### config.mk
export PLATFORM = sky130hd
export DESIGN_NAME = dedicated_processor_accum
export DESIGN_NICKNAME = d
export VERILOG_FILES = /design/src/rtl/dedicated_processor_accum.sv
export SDC_FILE = /design/constraint.sdc
export NUM_CORES = 1
export LEC_CHECK = 0
export CORE_MARGIN = 2
export CORE_UTILIZATION = 40
export DETAILED_ROUTE_END_ITERATION = 10
export SETUP_SLACK_MARGIN = 0.2
export SYNTH_ARGS = -nofsm -noshare
export SYNTH_HDL_FRONTEND = slang
export SYNTH_SLANG_ARGS = --single-unit
### constraint.sdc
create_clock -name clk -period 2.4 [get_ports clk]
set_input_delay 0.72 -clock clk [delete_from_list [all_inputs] [get_ports clk]]
set_output_delay 0.72 -clock clk [all_outputs]
set_load 0.005 [all_outputs]
### src/rtl/dedicated_processor_accum.sv
// Frame accumulator: sums NUM_SAMPLES unsigned samples taken over a valid/ready
// input, then holds the sum and a sticky carry flag on a valid/ready output.
module dedicated_processor_accum #(
  parameter int DATA_W      = 8,
  parameter int SUM_W       = 16,
  parameter int NUM_SAMPLES = 10
) (
  input  logic              clk,
  input  logic              rst,
  input  logic [DATA_W-1:0] in_data,
  input  logic              in_valid,
  output logic              in_ready,
  output logic [SUM_W-1:0]  sum_out,
  output logic              sum_ovf,
  output logic              out_valid,
  input  logic              out_ready
);

  // state    | meaning
  // S_CLEAR  | one cycle: zero acc/cnt/ovf, nothing accepted or presented
  // S_ACCUM  | accept one sample per in_valid cycle until NUM_SAMPLES taken
  // S_DONE   | present acc/ovf until out_ready

  localparam int CNT_W = $clog2(NUM_SAMPLES + 1);
  localparam logic [CNT_W-1:0] LAST = CNT_W'(NUM_SAMPLES - 1);

  typedef enum logic [1:0] {
    S_CLEAR = 2'd0,
    S_ACCUM = 2'd1,
    S_DONE  = 2'd2
  } state_t;

  state_t           state;
  logic [SUM_W-1:0] acc;
  logic [CNT_W-1:0] cnt;
  logic             ovf;
  logic [SUM_W:0]   sum_ext;

  // One extra bit captures the carry out of the accumulator.
  assign sum_ext = {1'b0, acc} + (SUM_W+1)'(in_data);

  assign sum_out = acc;
  assign sum_ovf = ovf;

  // in_ready/out_valid are registered alongside the state so no input reaches
  // an output combinationally.
  always_ff @(posedge clk or posedge rst) begin
    if (rst) begin
      state     <= S_CLEAR;
      acc       <= '0;
      cnt       <= '0;
      ovf       <= 1'b0;
      in_ready  <= 1'b0;
      out_valid <= 1'b0;
    end else begin
      case (state)
        S_CLEAR: begin
          acc      <= '0;
          cnt      <= '0;
          ovf      <= 1'b0;
          state    <= S_ACCUM;
          in_ready <= 1'b1;
        end
        S_ACCUM: begin
          if (in_valid) begin
            acc <= sum_ext[SUM_W-1:0];
            ovf <= ovf | sum_ext[SUM_W];
            cnt <= cnt + 1'b1;
            if (cnt == LAST) begin
              state     <= S_DONE;
              in_ready  <= 1'b0;
              out_valid <= 1'b1;
            end
          end
        end
        S_DONE: begin
          if (out_ready) begin
            state     <= S_CLEAR;
            out_valid <= 1'b0;
          end
        end
        default: begin
          state     <= S_CLEAR;
          in_ready  <= 1'b0;
          out_valid <= 1'b0;
        end
      endcase
    end
  end

endmodule

# After elaboration in Yosys (flattened, before gate mapping)
# Cells that the tools add are included.
op_classes:
  multipliers: 0
  muxes: 17
  shifts: 0
  bitwise: 3
  reduce_logical: 6
  n_eq_ne: 6
  n_lt_le_gt_ge: 0
  add_sub_neg: 2
  div_mod_pow: 0
ops:
  columns: ["op", "n"]
  rows:
  - ["one-hot mux 16 bit (2 select lines)", 1]
  - ["adder 16 x 8 -> 17 bit", 1]
  - ["two-way mux 16 bit", 1]
  - ["one-hot mux 4 bit (2 select lines)", 1]
  - ["two-way mux 1 bit", 6]
  - ["two-way mux 2 bit", 3]
  - ["!= test 2 bit, second input constant", 3]
  - ["one-hot mux 1 bit (3 select lines)", 2]
  - ["one-hot mux 2 bit (3 select lines)", 1]
  - ["AND reduction 3 bit", 2]
  - ["adder 4 x 1 -> 4 bit, second input constant", 1]
  - ["== test 4 bit, second input constant", 1]
  - ["two-way mux 4 bit", 1]
  - ["AND reduction 4 bit", 1]
  - ["== test 2 x 1 -> 1 bit, second input constant", 1]
  - ["== test 2 bit, second input constant", 1]
  - ["logical NOT 2 bit", 1]
  - ["NOT 1 bit", 2]
  - ["one-hot mux 1 bit (2 select lines)", 1]
  - ["AND reduction 2 bit", 1]
  - ["nonzero test 2 bit", 1]
  - ["bitwise OR 1 bit", 1]
word_totals:
  n_memories: 0
  output_inout_bits: 19
  inputBits: 12
  rom_bits: 0
  reg_bits: 25
  latchBits: 0
  wordCells: 40
  ramBits: 0

# Longest topological paths before layout
# Gate-level depths: netlist of the first run.
logic_depth:
  word_depth: 4
  ltp_mapped: 8
  mapped_depth_nobuf: 8

# Worst setup path before layout of the first run
# Ideal clock, no wire load.
synth_timing:
  path_type: "input -> register"
  start: "input in_data[0]"
  end: "register acc[6], in the netlist sum_out[6]"
  path_buffers: 0
  path_stages: 8
  setup_time_ns: 0.126
  t_arrival_ns: 2.217
  slack_ns: 0.057
  t_required_ns: 2.274
  path_cell_list: "ha_1 inv_1 fa_1 nand2b_1 a21oi_2 o22ai_1 mux2i_1 a221o_1"
synth_between:
  elab_chain_cells: 3
synth_rtl:
  columns: ["item", "line_no", "rtl"]
  rows:
  - ["start, declared", "10", "input logic [DATA_W-1:0] in_data,"]
  - ["adder 16 x 8 -> 17 bit", "40", "assign sum_ext = {1'b0, acc} + (SUM_W+1)'(in_data);"]
  - ["two-way mux 16 bit", "65", "if (in_valid) begin"]
  - ["one-hot mux 16 bit (2 select lines)", "56", "case (state)"]
  - ["end signal, assigned", "66", "acc <= sum_ext[SUM_W-1:0];"]
  - ["end, declared", "34", "logic [SUM_W-1:0] acc;"]
# No other way between the ends. The select of a mux whose other input is x is not followed.
# A chain may end at the register's enable or synchronous reset.

# Worst setup path after layout of the first run
layout_timing:
  start: "input in_data[7]"
  end: "register acc[8], in the netlist sum_out[8]"
# The elaborated chain is that of the path after synthesis.

==> results.md, run 1 <==
* Seq/Total Area, Yosys at roughly 37%
* Pre-antenna DRT Iters at 4
* Synth area leader: dfrtp_1
* Power Dens Cells at approximately 1100 mW/mm2
* Post-Synth Simple-Gate Area at roughly 22%
* GRT Overall Usage at 20.9%
* Worst ir drop on vdd at around 0.53 mV
* Die Height at between 60 and 70 um
* CTS H-tree depth at 1
* Slowest Stage Delay on Critical Path at 0.44 ns
* GR Layer Usage met2 at a little over a third
* Share of layout cells above drive strength 1 at between 30% and 40%
* Clock tree buffer depth at 2
* Finished Cell Area at roughly 0.0025 mm2
* Hpwl dp at 3180 um
* Clock Skew at 0.00315 ns
* Worst EP required at 2.52 ns
* CP startpoint kind: input port
* Most frequent cells in the layout: buf_4, dfrtp_1, clkdlybuf4s50_1
* Synthesized instance count at roughly 180
* Final GP Congestion at around 0.83
* Netlist cell types at between 40 and 50
* Leak Pwr at 1.12 nW
* TritonCTS Buffers at 3
* Leading cell type in the layout, fill and taps excluded: buf_4
* Cell Rows at 23
* TritonCTS clock tree: done
* Clock sink count at 25
* Final WS setup at 0.226 ns
* Mapped Area at between 0.0015 and 0.002 mm2
* I/O Pins at 31
* Min Tclk post-route at 2.17 ns
* Starting Density at 41.8%
* Die area at 0.00471 mm2
* Ys flop type: dfrtp_1
* Vias at between 1500 and 2000
* Status: completed
* Vias in the first global route at roughly 1600
* Arrival time worst endpoint at ~2.3 ns
* Initial antenna violation count at 0
* Top cells by area in the synthesized netlist: dfrtp_1, ha_1, xor2_1
* Synth top area share at a little under two fifths
* Final WL at between 4000 and 5000 um
* Busiest grt layer: met2
* Largest family of logic cells by synthesized area: simple AND/OR/NAND/NOR gates
* Crit path kind: in -> reg
* Root buffer cell: clkbuf_8
* Largest net degree at the start of global routing at 26
* Compound-Gate Fraction of Synth Area at 20.4%
* Synth warnings at 0
* Worst Tran Pin Value at 1.03 ns
* DP Area at 0.00225 mm2
* Drt initial violations at 89
* RSZ-0062 raised after global routing: yes
* Post-layout nets at 263
* Crit. End Element: flip-flop
* Die Width at roughly 69 um
* Met3 Resource Use GR at about 2.8%
* Clk_lat worst skew at 0.27 ns
* Max Clk Rate at ~460 MHz
* Final hold violations at 0
* Hold_ws at just over 0.5 ns
* Min-delay worst type: reg -> reg
* Post-DR vias/cell at 5.49
* Tcrit/Tclk final at between 90% and 100%
* Ys async rst share at 100%
* Worst slew margin at roughly a third
* Hold Buf Count CTS at 0
* DRC errors left at 0
* CP cell instances: clkdlybuf4s50_1 > ha_1 > or3_4 > o211ai_1 > xor2_1 > nor2_1
* Port bufs at 30
* FF+latch count, synth at 25
* Final Slew Violations at 0
* Pre-CTS setup slack at -0.472 ns
* Max FO, Critical Path at 5
* Drt wl/cell at between 15 and 20 um
* Number of max-cap violations at 0
* Antenna Nets Post-Route at 0
* Syn Nets at 200
* WHS Path Cells at 1
* Syn_area_per_cell at around 9.4 um2
* Reg2reg path depth at 8
* Post-synthesis mux area share at 3.82%
* Clk pin slew, worst setup/hold paths at around 0.10 ns
* Setup violators final at 0
* Critical path's slowest cell: clkdlybuf4s50_1
* Synth Area in Adders at 8.68%
* Core ar. at about 0.0040 mm2
* N_diodes at 0
* Gr ovfl total at 0
* Synth Area in XOR/XNOR at between 3 and 4%
* Post-synth EDFFs at 0
* Synth-to-Final Area Change at 47.8%
* Met1 GRT Util at roughly 28%
* First-pass GRT wire length at between 7000 and 8000 um
[synthesized netlist by cell type (4+ instances only)]
cell type	number
nand2_1	13
nor2b_1	5
o21ai_0	6
o2111ai_1	4
nor2_1	14
inv_1	10
a21oi_1	5
xor2_1	7
clkbuf_1	6
nand2b_1	4
a21o_1	4
o22ai_1	4
o21ai_1	6
ha_1	10
a22o_1	6
dfrtp_1	25
[what timing repair did]
action	4_1_cts	5_1_grt
gates resized for setup	22	15
pin swaps	20	11
gates cloned	0	0
buffers inserted	6	1
endpoints found under the setup margin	12	9
[report_power, final]
part	internal (W)	leakage [nW]	total [W]	switching, W
sequential	0.000584	0.313	0.000781	0.000197
combinational	0.000959	0.783	0.00170	0.000745
clock	0.000118	0.0217	0.000265	0.000147
total	0.00166	1.12	0.00275	0.00109
[metal layers]
metal	vias up	part of all wire [%]
li1	772	-
met1	787	45
met2	24	52
met3	4	2.5
met4	0	0.68
met5	-	0
[final timing paths]
check,from,to,slack (ns)
max in group asynchronous,rst,sum_out[5]$_DFFE_PP0P_,1.34
hold / removal,in_ready$_DFFE_PP0P_,in_ready$_DFFE_PP0P_,0.52
hold reg to reg,in_ready$_DFFE_PP0P_,in_ready$_DFFE_PP0P_,0.52
min in group asynchronous,rst,state[1]$_DFFE_PP0P_,0.81
setup reg to reg,sum_out[6]$_DFFE_PP0P_,sum_out[9]$_DFFE_PP0P_,0.40
setup / recovery,in_data[7],sum_out[8]$_DFFE_PP0P_,0.23
[critical path: cells and delay by family]
family	cells	cell delay [ns]
buffers and inverters	1	0.44
adder cells (fa/ha/maj)	1	0.25
XOR/XNOR	1	0.17
AND/OR/NAND/NOR	2	0.49
AO/OA/AOI/OAI	1	0.23
[cells by family (layout without fill, tap and decap cells)]
family	after synthesis	after routing
AOI/OAI and AO/OA	48	48
xor gates and xnor gates	7	7
adders and majority gates	11	11
buffers and inverters	16	78
DFF	25	25
muxes	6	6
and+or+nand+nor	64	64
[final cells by class]
| class | instances | area [um2] |
|---|---|---|
| repair buffers | 64 | 556 |
| well taps | 50 | 62.6 |
| multi-input cells | 136 | 1140 |
| flip-flops and latches | 25 | 626 |
| clock inverters | 1 | 7.51 |
| clock buffers | 3 | 41.3 |
| inverters | 10 | 37.5 |
| fillers | 334 | 1530 |
[through the flow]
step | TNS, ns | util, % | total power, W | instances
floorplan | 0 | - | 0.00157 | 177
global placement | -3.33 | 56.3 | 0.00220 | 278
detailed placement | -3.67 | 56.3 | 0.00223 | 278
CTS | 0 | 60.7 | 0.00269 | 288
global route | 0 | 61.8 | 0.00300 | 289
finish | 0 | 61.8 | 0.00275 | 289
[flip-flops by register name, summed over array words and instances (netlist names)]
register   cells
cnt            4
sum_ovf        1
in_ready       1
sum_out       16
out_valid      1
state          2
Note: power is estimated with default switching activity, not from simulation.
==> inputs of run 2 (changes only) <==
- GPL_ROUTABILITY_DRIVEN: unset -> 0
- SLEW_MARGIN: unset -> 20
- clock period: 2.4 -> 2.66 ns (I/O delays scaled with it)
==> run 2 against run 1 <==
Net effect: sequential share of layout area grew 1.8 points; critical path depth grew 1; clock-buffer cell count is the same; critical path type unchanged; largest power group unchanged; highest routed layer unchanged.
==> results.md, run 2 (synthesis results as in run 1) <==
* NetSw at 0.000912 W (was 0.00109 W)
* Crit. End Element: flip-flop (unchanged)
* Hold Startpoint: in_ready$_DFFE_PP0P_ (unchanged)
* RR Startpoint: sum_out[0]$_DFFE_PP0P_ (was sum_out[6]$_DFFE_PP0P_)
* CP startpoint kind: input port (unchanged)
* TritonCTS clock tree: done (unchanged)
* First-pass GRT wire length at 7110 um (was 7480 um)
* Clk pwr share at 10.5% (was 9.6%)
* Worst ir drop on vdd at 0.451 mV (was 0.531 mV)
* Final WL at 4220 um (was 4400 um)
* Clock sink count at 25 (unchanged)
* Setup violators final at 0 (unchanged)
* Root buffer cell: clkbuf_8 (unchanged)
* Port bufs at 30 (unchanged)
* Drt wl/cell at 15.3 um (was 15.2 um)
* CP cell instances: clkdlybuf4s50_1 > ha_1 > a21o_1 > or3_4 > o2111ai_2 > xor2_1 > nor2_1 (was clkdlybuf4s50_1 > ha_1 > or3_4 > o211ai_1 > xor2_1 > nor2_1)
* Tcrit/Tclk final at roughly nine tenths
* Hpwl dp at 3140 um (was 3180 um)
* Crit-path leading delay family: simple AND/OR/NAND/NOR gates (unchanged)
* Hold EP: in_ready$_DFFE_PP0P_ (unchanged)
* Share of layout cells above drive strength 1 at 21.7% (was 30.1%)
* RSZ-0062 raised after global routing: yes (unchanged)
* Tot Pwr at 0.00228 W (was 0.00275 W)
* Cell Rows at 23 (unchanged)
* Leak Pwr at 1.04 nW (was 1.12 nW)
* Final hold violations at 0 (unchanged)
* Clk pin slew, worst setup/hold paths at 0.10 ns (about the same)
* N_diodes at 0 (unchanged)
* Pre-CTS setup slack at -0.243 ns (was -0.472 ns)
* Buf/Inv on CP at 1 (unchanged)
* Register area at 626 um2 (unchanged)
* Vias in the first global route at 1559 (was 1605)
* CTS H-tree depth at 1 (unchanged)
* Switching power share of the total at 40.0% (was 39.6%)
* Initial antenna violation count at 0 (unchanged)
* DP Area at 0.00217 mm2 (was 0.00225 mm2)
* Comb power frac at 58.7% (was 62.0%)
* Slowest Stage Delay on Critical Path at 0.41 ns (was 0.44 ns)
* Critical path's slowest cell: clkdlybuf4s50_1 (unchanged)
* Post-DR vias/cell at 5.45 (was 5.49)
* Core ar. at 0.00400 mm2 (unchanged)
* Reg2reg path depth at 9 (was 8)
* Vias at 1503 (was 1587)
* Final WS setup at 0.237 ns (was 0.226 ns)
* Die Width at 68.6 um (unchanged)
* Die area at 0.00471 mm2 (unchanged)
* Arrival time worst endpoint at 2.56 ns (was 2.29 ns)
* Sequential power share at 30.8% (was 28.4%)
* Min Tclk post-route at ~2.4 ns
* Hold_ws at 0.521 ns (was 0.519 ns)
* Pre-antenna DRT Iters at 4 (unchanged)
* CP Depth at 7 (was 6)
* Final Slew Violations at 0 (unchanged)
* Power Dens Cells at 989 mW/mm2 (was 1110 mW/mm2)
* Post-layout nets at 250 (was 263)
* Worst EP required at 2.80 ns (was 2.52 ns)
* Internal power at 0.00137 W (was 0.00166 W)
* Max FO, Critical Path at 5 (unchanged)
* Crit path kind: in -> reg (unchanged)
* Clock tree buffer depth at 2 (unchanged)
* Drt initial violations at 50 (was 89)
* Clk_lat worst skew at 0.28 ns (was 0.27 ns)
* Status: completed (unchanged)
* Finished Cell Area at 0.00231 mm2 (was 0.00247 mm2)
* Post CTS Setup Buffer Count at 0 (was 6)
* Reg2Reg Setup Slack at 0.64 ns (was 0.40 ns)
* I/O Pins at 31 (unchanged)
* GRT Overall Usage at 20.2% (was 20.9%)
* WHS Path Cells at 1 (unchanged)
* TritonCTS Buffers at 3 (unchanged)
* Max FFs per register at 16 (unchanged)
* Antenna Nets Post-Route at 0 (unchanged)
* Leading cell type in the layout, fill and taps excluded: clkdlybuf4s50_1 (was buf_4)
* Die Height at 68.6 um (unchanged)
* Hold Buf Count CTS at 0 (unchanged)
* Fillers at 349 (was 334)
* Worst slew margin at 49.8% (was 31.3%)
* Clock Skew at 0.00579 ns (was 0.00315 ns)
* Reg-to-reg critical path endpoint: sum_out[14]$_DFFE_PP0P_ (was sum_out[9]$_DFFE_PP0P_)
* DRC errors left at 0 (unchanged)
* Synth-to-Final Area Change at 37.9% (was 47.8%)
* Largest net degree at the start of global routing at 26 (unchanged)
* Gr ovfl total at 0 (unchanged)
* Fin Setup TNS at 0 ns (unchanged)
* Max Clk Rate at between 400 and 500 MHz
* Worst Tran Pin Value at 0.750 ns (was 1.03 ns)
* Most frequent cells in the layout: clkdlybuf4s50_1, dfrtp_1, buf_4 (was buf_4, dfrtp_1, clkdlybuf4s50_1)
* Starting Density at 41.8% (unchanged)
* Number of max-cap violations at 0 (unchanged)
* Area occupied by multi-input gates at 0.00107 mm2 (was 0.00114 mm2)
* Min-delay worst type: reg -> reg (unchanged)
[run 2: what timing repair did]
item	in CTS	in global routing
pin swaps	4	2
resized for setup	8	10
setup endpoints to repair	8	5
[run 2: layout make-up]
class                   count  area share (%)
well taps                  50            2.71
clock inverters             1           0.326
multi-input cells         136            46.3
clock buffers               3            1.79
inverters                  10            1.63
repair buffers             51            20.1
flip-flops and latches     25            27.1
[run 2: power groups by stage]
stage | registers (W) | logic (W) | clock network, W
6_report | 0.000702 | 0.00134 | 0.000241
5_1_grt | 0.000733 | 0.00147 | 0.000264
4_1_cts | 0.000695 | 0.00129 | 0.000248
3_5_place_dp | 0.000697 | 0.00124 | 0
3_3_place_gp | 0.000695 | 0.00121 | 0
2_1_floorplan | 0.000665 | 0.000713 | 0
[run 2: metal layers]
layer  share of wire [%]  global-route usage (%)  wire length [um]  up-vias
li1                    -                       -                 -      748
met1                  46                    24.9              1930      725
met2                  50                    35.3              2110       22
met3                 2.4                    2.92               100        8
met4                 2.0                    7.75                85        0
met5                   0                       0                 0        -
[run 2: metrics by stage]
step                      util, %  std cells
after detailed placement     54.2        272
after floorplan                 -        177
after global placement       54.2        272
after global routing         57.6        276
after CTS                    56.2        276
final                        57.6        276
[run 2: worst max path at each step]
stage	startpoint	to
finish	in_data[6]	sum_out[14]$_DFFE_PP0P_
global route	in_data[6]	sum_out[10]$_DFFE_PP0P_
CTS	in_data[1]	sum_out[9]$_DFFE_PP0P_
detailed placement	in_data[0]	sum_out[14]$_DFFE_PP0P_
global placement	in_data[0]	sum_out[14]$_DFFE_PP0P_
floorplan	in_data[0]	sum_out[6]$_DFFE_PP0P_
==> inputs of run 3 (changes only) <==
- CAP_MARGIN: unset -> 20
- SKIP_CTS_REPAIR_TIMING: unset -> 1
==> run 3 against run 2 <==
Net effect: critical path type unchanged; non-clock buffer count unchanged; maximum frequency down 0.10%; sequential power about the same; highest routed layer unchanged; first-iteration DRC count rose by 14%.
==> results.md, run 3 (synthesis results as in run 1) <==
* N_diodes at 0 (unchanged)
* Vias at 1524 (was 1503)
* RR Startpoint: sum_out[0]$_DFFE_PP0P_ (unchanged)
* Post-layout nets at 250 (unchanged)
* Fillers at 346 (was 349)
* Setup violators final at 0 (unchanged)
* Clock sink count at 25 (unchanged)
* Max Clk Rate at 412 MHz (was 413 MHz)
* Leak Pwr at 1.06 nW (was 1.04 nW)
* Final Slew Violations at 0 (unchanged)
* CP startpoint kind: input port (unchanged)
* Crit path kind: in -> reg (unchanged)
* Power Dens Cells at 995 mW/mm2 (was 989 mW/mm2)
* DP Area at 0.00217 mm2 (unchanged)
* Reg2Reg Setup Slack at 0.64 ns (about the same)
* Worst ir drop on vdd at 0.457 mV (was 0.451 mV)
* Arrival time worst endpoint at 2.57 ns (was 2.56 ns)
* Tot Pwr at 0.00231 W (was 0.00228 W)
* Leading cell type in the layout, fill and taps excluded: clkdlybuf4s50_1 (unchanged)
* Comb power frac at 58.9% (was 58.7%)
* Largest net degree at the start of global routing at 26 (unchanged)
* Vias in the first global route at 1536 (was 1559)
* RSZ-0062 raised after global routing: no (was yes)
* TritonCTS Buffers at 3 (unchanged)
* Finished Cell Area at 0.00232 mm2 (was 0.00231 mm2)
* Critical Path Start: in_data[6] (unchanged)
* Number of max-cap violations at 0 (unchanged)
* Hpwl dp at 3140 um (unchanged)
* Max FO, Critical Path at 5 (unchanged)
* Status: completed (unchanged)
* Post-DR vias/cell at 5.52 (was 5.45)
* Clock tree buffer depth at 2 (unchanged)
* Root buffer cell: clkbuf_8 (unchanged)
* Worst slew margin at 47.9% (was 49.8%)
* Die Width at 68.6 um (unchanged)
* Starting Density at 41.8% (unchanged)
* Internal power at 0.00138 W (was 0.00137 W)
* Switching power share of the total at 40.5% (was 40.0%)
* Clock Skew at 0.00311 ns (was 0.00579 ns)
* Min-delay worst type: reg -> reg (unchanged)
* Reg2reg path depth at 9 (unchanged)
* Clk pin slew, worst setup/hold paths at 0.10 ns (about the same)
* Die Height at 68.6 um (unchanged)
* Clk pwr share at 10.6% (was 10.5%)
* NetSw at 0.000936 W (was 0.000912 W)
* Tcrit/Tclk final at 91.2% (was 91.1%)
* Share of layout cells above drive strength 1 at 22.6% (was 21.7%)
* Hold_ws at 0.521 ns (about the same)
* Setup crit end: sum_out[14]$_DFFE_PP0P_ (unchanged)
* Cell Rows at 23 (unchanged)
* Core ar. at 0.00400 mm2 (unchanged)
* I/O Pins at 31 (unchanged)
* Sequential power share at 30.5% (was 30.8%)
* Drt initial violations at 57 (was 50)
* Drt wl/cell at 15.6 um (was 15.3 um)
* Final hold violations at 0 (unchanged)
* Synth-to-Final Area Change at 39.1% (was 37.9%)
* CTS H-tree depth at 1 (unchanged)
* DRC errors left at 0 (unchanged)
* Clk_lat worst skew at 0.28 ns (about the same)
* Initial antenna violation count at 0 (unchanged)
* Reg-to-reg critical path endpoint: sum_out[14]$_DFFE_PP0P_ (unchanged)
* Crit. End Element: flip-flop (unchanged)
* Worst EP required at 2.80 ns (about the same)
* Die area at 0.00471 mm2 (unchanged)
* Most frequent cells in the layout: clkdlybuf4s50_1, dfrtp_1, buf_4 (unchanged)
* First-pass GRT wire length at 7020 um (was 7110 um)
* TritonCTS clock tree: done (unchanged)
* Antenna Nets Post-Route at 0 (unchanged)
* Gr ovfl total at 0 (unchanged)
* Final WL at 4300 um (was 4220 um)
* Pre-antenna DRT Iters at 4 (unchanged)
* GRT Overall Usage at 20.0% (was 20.2%)
* Port bufs at 30 (unchanged)
* Max FFs per register at 16 (unchanged)
* Worst Tran Pin Value at 0.778 ns (was 0.750 ns)
* Min Tclk post-route at 2.43 ns (was 2.42 ns)
-- run 3: changes by cell type in the layout (fill, tap and decap cells not counted) --
cell,delta
dlymetal6s2s_1,+2
o22ai_1,-1
dlygate4sd2_1,-1
clkdlybuf4s50_1,-1
o22ai_2,+1
o2111ai_1,-1
o2111ai_2,+1
-- run 3: metal layers --
metal  global-route usage [%]  vias to the layer above  part of all wire [%]
li1                         -                      746                     -
met1                     24.9                      728                    46
met2                     34.5                       40                    49
met3                     2.92                       10                   3.0
met4                     7.75                        0                   2.3
met5                        0                        -                     0
-- run 3: cell type report --
class,instances,area [um2],share of cell area [%]
multi-input combinational,136,1080,46.5
sequential,25,626,26.9
timing repair buffer,51,469,20.2
inverter,10,37.5,1.61
clock inverter,1,7.51,0.323
clock buffer,3,41.3,1.78
tap,50,62.6,2.69
-- run 3: through the flow --
step	TNS (ns)	setup slack [ns]	utilization (%)	cells
final	0	0.235	58.1	276
after global routing	0	0.201	58.1	276
after CTS	0	0.0505	55.5	276
after detailed placement	-1.51	-0.243	54.2	272
after global placement	-1.34	-0.208	54.2	272
after floorplan	0	0.239	-	177
-- run 3: critical path: stages --
cell             delay (ns)
clkdlybuf4s50_1        0.41
ha_1                   0.33
a21o_1                 0.21
or3_4                  0.38
o2111ai_2              0.21
xor2_1                 0.17
nor2_1                 0.05
-- run 3: power groups by stage --
stage / sequential [W] / combinational [W] / clock (W)
2_1_floorplan: 0.000665 / 0.000713 / 0
3_3_place_gp: 0.000695 / 0.00121 / 0
3_5_place_dp: 0.000697 / 0.00124 / 0
4_1_cts: 0.000694 / 0.00125 / 0.000248
5_1_grt: 0.000735 / 0.00149 / 0.000264
6_report: 0.000705 / 0.00136 / 0.000245
-- run 3: worst min-delay path by stage --
stage	start	endpoint	cells after the start
2_1_floorplan	out_valid$_DFFE_PP0P_	out_valid$_DFFE_PP0P_	2
3_3_place_gp	in_ready$_DFFE_PP0P_	in_ready$_DFFE_PP0P_	1
3_5_place_dp	in_ready$_DFFE_PP0P_	in_ready$_DFFE_PP0P_	1
4_1_cts	sum_ovf$_DFFE_PP0P_	sum_ovf$_DFFE_PP0P_	2
5_1_grt	in_ready$_DFFE_PP0P_	in_ready$_DFFE_PP0P_	1
6_report	in_ready$_DFFE_PP0P_	in_ready$_DFFE_PP0P_	1
